### src/rtl/tank_pkg.sv
// tank_pkg: shared encodings for the tank controller, VGA renderer and timer.
//   dir_t    - facing direction (UP=0, RIGHT=1, DOWN=2, LEFT=3)
//   ST_*     - game state encoding driven by the top-level state machine
//   fsm_t    - movement FSM states of tank_ctrl
//   abs8     - magnitude of a signed 8-bit difference, used for overlap tests
package tank_pkg;

    typedef enum logic [1:0] {
        DIR_UP    = 2'd0,
        DIR_RIGHT = 2'd1,
        DIR_DOWN  = 2'd2,
        DIR_LEFT  = 2'd3
    } dir_t;

    localparam logic [1:0] ST_INIT  = 2'b00;
    localparam logic [1:0] ST_PLAY  = 2'b01;
    localparam logic [1:0] ST_PAUSE = 2'b10;
    localparam logic [1:0] ST_END   = 2'b11;

    typedef enum logic [1:0] {
        IDLE,
        EVAL,
        COMMIT
    } fsm_t;

    function automatic logic [7:0] abs8(input logic signed [7:0] v);
        return v[7] ? 8'(-v) : 8'(v);
    endfunction

endpackage

### src/rtl/tank_collide.sv
// tank_collide: combinational legality check for a square tank candidate cell.
//   cx, cy  in  7 signed  candidate top-left cell (may be -1 after a step off the edge)
//   ox, oy  in  6         other tank top-left cell
//   legal   out 1         candidate lies inside the map and does not overlap the other tank
module tank_collide
    import tank_pkg::*;
#(
    parameter int TANK_SZ = 2,
    parameter int MAP_W   = 40,
    parameter int MAP_H   = 30
)(
    input  logic signed [6:0] cx,
    input  logic signed [6:0] cy,
    input  logic        [5:0] ox,
    input  logic        [5:0] oy,
    output logic              legal
);

    localparam logic signed [6:0] X_MAX = 7'(MAP_W - TANK_SZ);
    localparam logic signed [6:0] Y_MAX = 7'(MAP_H - TANK_SZ);
    localparam logic        [7:0] SZ    = 8'(TANK_SZ);

    logic in_map;
    logic overlap;

    // Two equal squares overlap exactly when both axis distances are below the edge length.
    always_comb begin
        in_map  = cx >= 7'sd0 && cx <= X_MAX && cy >= 7'sd0 && cy <= Y_MAX;
        overlap = abs8({cx[6], cx} - {2'b00, ox}) < SZ && abs8({cy[6], cy} - {2'b00, oy}) < SZ;
        legal   = in_map && !overlap;
    end

endmodule

### src/rtl/tank_ctrl.sv
// tank_ctrl: per-player tank motion and fire controller.
//   clk              in  1  25 MHz system clock
//   rst_n            in  1  asynchronous active-low reset
//   i_top_state      in  2  game state (ST_INIT / ST_PLAY / ST_PAUSE / ST_END)
//   i_VGA_buzy       in  1  renderer busy; position/direction must not change
//   i_up..i_right    in  1  debounced direction buttons, active-high
//   i_fire           in  1  debounced fire button, active-high
//   i_other_x/_y     in  6  opponent tank top-left cell
//   i_bullet_active  in  1  this player's bullet is still in flight
//   o_x, o_y         out 6  tank top-left cell
//   o_dir            out 2  facing direction (dir_t encoding)
//   o_fire           out 1  one-cycle shot request
module tank_ctrl
    import tank_pkg::*;
#(
    parameter logic [5:0] INIT_X        = 6'd2,
    parameter logic [5:0] INIT_Y        = 6'd2,
    parameter logic [1:0] INIT_DIR      = 2'd0,
    parameter int         MAP_W         = 40,
    parameter int         MAP_H         = 30,
    parameter int         TANK_SZ       = 2,
    parameter int         MOVE_CYCLES   = 2_500_000,
    parameter int         FIRE_COOLDOWN = 4
)(
    input  logic       clk,
    input  logic       rst_n,
    input  logic [1:0] i_top_state,
    input  logic       i_VGA_buzy,
    input  logic       i_up,
    input  logic       i_down,
    input  logic       i_left,
    input  logic       i_right,
    input  logic       i_fire,
    input  logic [5:0] i_other_x,
    input  logic [5:0] i_other_y,
    input  logic       i_bullet_active,
    output logic [5:0] o_x,
    output logic [5:0] o_y,
    output logic [1:0] o_dir,
    output logic       o_fire
);

    localparam int CW = MOVE_CYCLES > 1 ? $clog2(MOVE_CYCLES) : 1;
    localparam int KW = FIRE_COOLDOWN > 0 ? $clog2(FIRE_COOLDOWN + 1) : 1;
    localparam logic [CW-1:0] CNT_MAX = CW'(MOVE_CYCLES - 1);
    localparam logic [KW-1:0] CD_LOAD = KW'(FIRE_COOLDOWN);

    logic        [CW-1:0] cnt;
    logic        [KW-1:0] cooldown;
    fsm_t                 state;
    logic                 fire_prev;
    logic        [5:0]    nx;
    logic        [5:0]    ny;
    logic        [1:0]    ndir;
    logic                 play;
    logic                 init;
    logic                 tick;
    logic                 shot;
    logic                 req;
    logic                 mv;
    dir_t                 req_dir;
    logic signed [6:0]    cx;
    logic signed [6:0]    cy;
    logic                 legal;

    // A request in a new direction only turns; a request in the current direction steps.
    // Stepping left/up from cell 0 yields -1 in 7-bit signed, which the bounds check rejects.
    always_comb begin
        play    = i_top_state == ST_PLAY;
        init    = i_top_state == ST_INIT;
        tick    = play && cnt == CNT_MAX;
        shot    = play && i_fire && !fire_prev && cooldown == '0 && !i_bullet_active;
        req     = i_up || i_down || i_left || i_right;
        req_dir = i_up ? DIR_UP : i_down ? DIR_DOWN : i_left ? DIR_LEFT : DIR_RIGHT;
        mv      = req && req_dir == o_dir;
        cx      = {1'b0, o_x} + (mv && req_dir == DIR_RIGHT ? 7'sd1 : 7'sd0)
                              - (mv && req_dir == DIR_LEFT  ? 7'sd1 : 7'sd0);
        cy      = {1'b0, o_y} + (mv && req_dir == DIR_DOWN  ? 7'sd1 : 7'sd0)
                              - (mv && req_dir == DIR_UP    ? 7'sd1 : 7'sd0);
    end

    tank_collide #(
        .TANK_SZ (TANK_SZ),
        .MAP_W   (MAP_W),
        .MAP_H   (MAP_H)
    ) u_collide (
        .cx    (cx),
        .cy    (cy),
        .ox    (i_other_x),
        .oy    (i_other_y),
        .legal (legal)
    );

    // Ticks arriving outside IDLE (e.g. while COMMIT waits on VGA) are simply dropped.
    always_ff @(posedge clk or negedge rst_n) begin
        if (!rst_n) begin
            cnt       <= '0;
            cooldown  <= '0;
            state     <= IDLE;
            fire_prev <= 1'b0;
            o_fire    <= 1'b0;
            o_x       <= INIT_X;
            o_y       <= INIT_Y;
            o_dir     <= INIT_DIR;
            nx        <= INIT_X;
            ny        <= INIT_Y;
            ndir      <= INIT_DIR;
        end else begin
            fire_prev <= i_fire;
            o_fire    <= shot;
            if (init) begin
                cnt      <= '0;
                cooldown <= '0;
                state    <= IDLE;
                o_x      <= INIT_X;
                o_y      <= INIT_Y;
                o_dir    <= INIT_DIR;
                nx       <= INIT_X;
                ny       <= INIT_Y;
                ndir     <= INIT_DIR;
            end else if (play) begin
                cnt      <= tick ? '0 : cnt + CW'(1);
                cooldown <= shot ? CD_LOAD : (tick && cooldown != '0) ? cooldown - KW'(1) : cooldown;
                case (state)
                    IDLE: state <= tick ? EVAL : IDLE;
                    EVAL: begin
                        nx    <= req && legal ? cx[5:0] : o_x;
                        ny    <= req && legal ? cy[5:0] : o_y;
                        ndir  <= req && legal ? req_dir : o_dir;
                        state <= COMMIT;
                    end
                    COMMIT: begin
                        if (!i_VGA_buzy) begin
                            o_x   <= nx;
                            o_y   <= ny;
                            o_dir <= ndir;
                            state <= IDLE;
                        end
                    end
                    default: state <= IDLE;
                endcase
            end
        end
    end

endmodule

### config.mk
export PLATFORM = sky130hd
export DESIGN_NAME = tank_ctrl
export DESIGN_NICKNAME = d
export VERILOG_FILES = /design/src/rtl/tank_pkg.sv /design/src/rtl/tank_collide.sv /design/src/rtl/tank_ctrl.sv
export SDC_FILE = /design/constraint.sdc
export NUM_CORES = 1
export LEC_CHECK = 0
export ABC_AREA = 1
export CAP_MARGIN = 40
export CORE_UTILIZATION = 59
export CTS_CLUSTER_DIAMETER = 50
export DETAILED_ROUTE_END_ITERATION = 7
export PLACE_DENSITY_LB_ADDON = 0.1
export SYNTH_ARGS = -nofsm -noshare
export SYNTH_HDL_FRONTEND = slang
export SYNTH_SLANG_ARGS = --single-unit
export TNS_END_PERCENT = 50
### constraint.sdc
create_clock -name clk -period 5.3 [get_ports clk]
set_input_delay 1.325 -clock clk [delete_from_list [all_inputs] [get_ports clk]]
set_output_delay 1.325 -clock clk [all_outputs]
set_load 0.02 [all_outputs]
==> impl_metrics.env <==
export IMPL_place_area_sq_um=5060
export IMPL_power_w=0.00107
export IMPL_arrival_ps=5320
export IMPL_maxCapViolCount=0
export IMPL_grt_pass1_wl_mm=17.3
export IMPL_regArea_sq_um=1430
export IMPL_design_core_area_sq_um=7250
export IMPL_start_util_pct=61.1
export IMPL_fmax_mhz=198
export IMPL_p_per_area_nw_per_um2=196
export IMPL_synth_fa_ha_area_share_pct=10.6
export IMPL_critical_path_buf_inv_count=7
export IMPL_rsz0062_at_grt="true"
export IMPL_final_area_sq_um=5450
export IMPL_routed_via_density=5.44
export IMPL_min_path_type="register to register"
export IMPL_status="finished, final reports clean"
export IMPL_grt_antenna_before_repair=0
export IMPL_peakVddDrop_mv=0.219
export IMPL_fillers=555
export IMPL_crit_path_frequent_cell="nand2_1"
export IMPL_ant_nets=0
export IMPL_ys_types=39
export IMPL_rows=31
export IMPL_synthCells=634
export IMPL_cts_hold_buffers=0
export IMPL_slew_headroom_pct=40.9
export IMPL_grt_pass1_vias=4102
export IMPL_multi_input_area_sq_um=2640
export IMPL_numCtsBuffers=9
export IMPL_via_count=4394
export IMPL_cts_buffer_depth=2
export IMPL_async_flop_share_pct=100
export IMPL_drc=0
export IMPL_ys_seq_elements=57
export IMPL_slew_violations=0
export IMPL_worst_pin_slew_ps=883
export IMPL_hold_viol=0
export IMPL_gp_congestion=0.841
export IMPL_dpl_hpwl_mm=7.92
export IMPL_cts_tree="done"
export IMPL_initialDrtViolationCount=245
export IMPL_wire_per_inst_um=12.9
export IMPL_pre_cts_ws_ps=-582
export IMPL_n_antenna_cell=0
export IMPL_yosys_area_share_simple_pct=30.9
export IMPL_synth_edff_count=0
export IMPL_synth_main_ff_cell="dfrtp_1"
export IMPL_finalCritPeriodShare_pct=95.2
export IMPL_clk_pin_slew_ps=60
export IMPL_cts_sinks=57
export IMPL_synth_top_family_by_area="simple AND/OR/NAND/NOR gates"
export IMPL_syn_area_sq_um=4430
export IMPL_dr_pass1_iters=5
export IMPL_drive_gt1_share_pct=14.4
export IMPL_period_needed_ps=5050
export IMPL_cts_htree_levels=3
export IMPL_required_ps=5570
export IMPL_start_kind="input port"
export IMPL_avgSynthCellArea_sq_um=6.99
export IMPL_synth_compound_gate_area_share_pct=11.2
export IMPL_ios=38
export IMPL_layout_common_cells="nand2_1, inv_1, nand3_1"
export IMPL_clock_skew_ps=5.45
export IMPL_cts_root_buf="clkbuf_8"
export IMPL_die_x_um=88.7
export IMPL_die_area_sq_um=7860
export IMPL_syn2layout_area_growth_pct=22.9
export IMPL_synth_fp_nets=692
export IMPL_path_class="input port to register"
export IMPL_gr_total_overflow=0
export IMPL_cp_slowest_cell="clkdlybuf4s50_1"
export IMPL_final_common_cell="nand2_1"
export IMPL_crit_family="simple AND/OR/NAND/NOR gates"
export IMPL_slowest_delay_ps=470
export IMPL_yosysWarnings=0
export IMPL_grt_usage_pct=28.4
export IMPL_p_leak_nw=2.76
export IMPL_die_y_um=88.7
export IMPL_critPathMaxFanout=6
export IMPL_worst_setup_path_end_kind="register"
export IMPL_fin_nets=761
export IMPL_setup_ws_ps=253
export IMPL_clk_latency_ps=340
export IMPL_routed_wl_mm=10.4
export IMPL_portBuffers=37
export IMPL_grt_max_degree=58
export IMPL_finalSetupViolations=0
export IMPL_yosysSeqAreaShare_pct=32.3
export IMPL_synthMuxAreaShare_pct=0
export IMPL_synth_xor_area_share_pct=2.94
-- final cells by class --
cell class / instances / area share (%)
clock buffer: 14 / 3.17
sequential: 57 / 26.3
inverter: 127 / 8.75
tap: 99 / 2.27
timing repair buffer: 64 / 10.4
multi-input combinational: 444 / 48.5
clock inverter: 2 / 0.643
-- cell families (layout without fill, tap and decap cells) --
logic type      count (synthesis)  in the layout
simple gates                  304            307
xor+xnor                       14             14
fa+ha+maj                      35             35
compound gates                 88             88
buf+inv                       136            207
flops                          57             57
-- stage by stage --
stage / hold WS, ps / setup TNS (ps) / util (%) / cells
final: 437 / 0 / 75.1 / 807
after CTS: 443 / 0 / 73.6 / 806
after global placement: 424 / -6040 / 69.8 / 787
after detailed placement: 433 / -7790 / 69.8 / 787
after floorplan: 406 / 0 / - / 634
after global routing: 450 / -70.1 / 75.1 / 807
-- cell usage after synthesis, drive strengths merged (3+ instances only) --
master / count / area share (%)
nand2: 160 / 14
inv: 127 / 11
nand3: 72 / 8.1
dfrtp: 53 / 30
nor2: 36 / 3.3
o21ai: 36 / 4.1
ha: 31 / 8.8
a21oi: 25 / 2.9
o22ai: 17 / 2.4
xor2: 11 / 2.3
nand4: 10 / 1.4
nor3: 10 / 1.5
buf: 6 / 1.1
nand3b: 6 / 1.0
nor4: 5 / 0.85
or2: 5 / 0.71
dfstp: 4 / 2.4
fa: 4 / 1.8
clkbuf: 3 / 0.25
o211ai: 3 / 0.51
xnor2: 3 / 0.59
-- final timing paths --
kind / from / end / slack (ps) / cells after the start
max reg2reg: o_dir[0] / nx[1] / 1160 / 30
max in group asynchronous: rst_n / cooldown[2] / 3720 / 2
min: fire_prev / o_fire / 440 / 1
min in group asynchronous: rst_n / cnt[9] / 1120 / 2
min reg2reg: fire_prev / o_fire / 440 / 1
max: i_right / nx[1] / 250 / 31
-- state kept, by name, summed over array words and instances, names as in the netlist --
name / count
o_fire: 1
o_x: 6
fire_prev: 1
cnt: 22
cooldown: 3
ndir: 2
o_dir: 2
o_y: 6
nx: 6
state: 2
ny: 6
-- repair_timing --
item / CTS / global route
hold endpoints to repair: 0 / 0
buffers inserted: 0 / 1
setup endpoints to repair: 14 / 14
pin swaps: 4 / 12
gates resized for setup: 14 / 23
cloned: 3 / 0
-- metal layers --
| layer | part of all wire [%] | global-route usage, % | up-vias |
|---|---|---|---|
| li1 | - | - | 2194 |
| met4 | 1.7 | 10.9 | 0 |
| met3 | 2.9 | 3.08 | 15 |
| met5 | 0 | 0 | - |
| met1 | 46 | 36.0 | 2087 |
| met2 | 50 | 50.1 | 98 |
-- where the power goes --
group / internal (W) / switching (W) / leakage, nW
combinational: 0.0000797 / 0.000114 / 1.88
sequential: 0.000444 / 0.00000452 / 0.775
clock: 0.000255 / 0.000168 / 0.107
total: 0.000779 / 0.000287 / 2.76
Note: power is estimated with default switching activity, not from simulation.
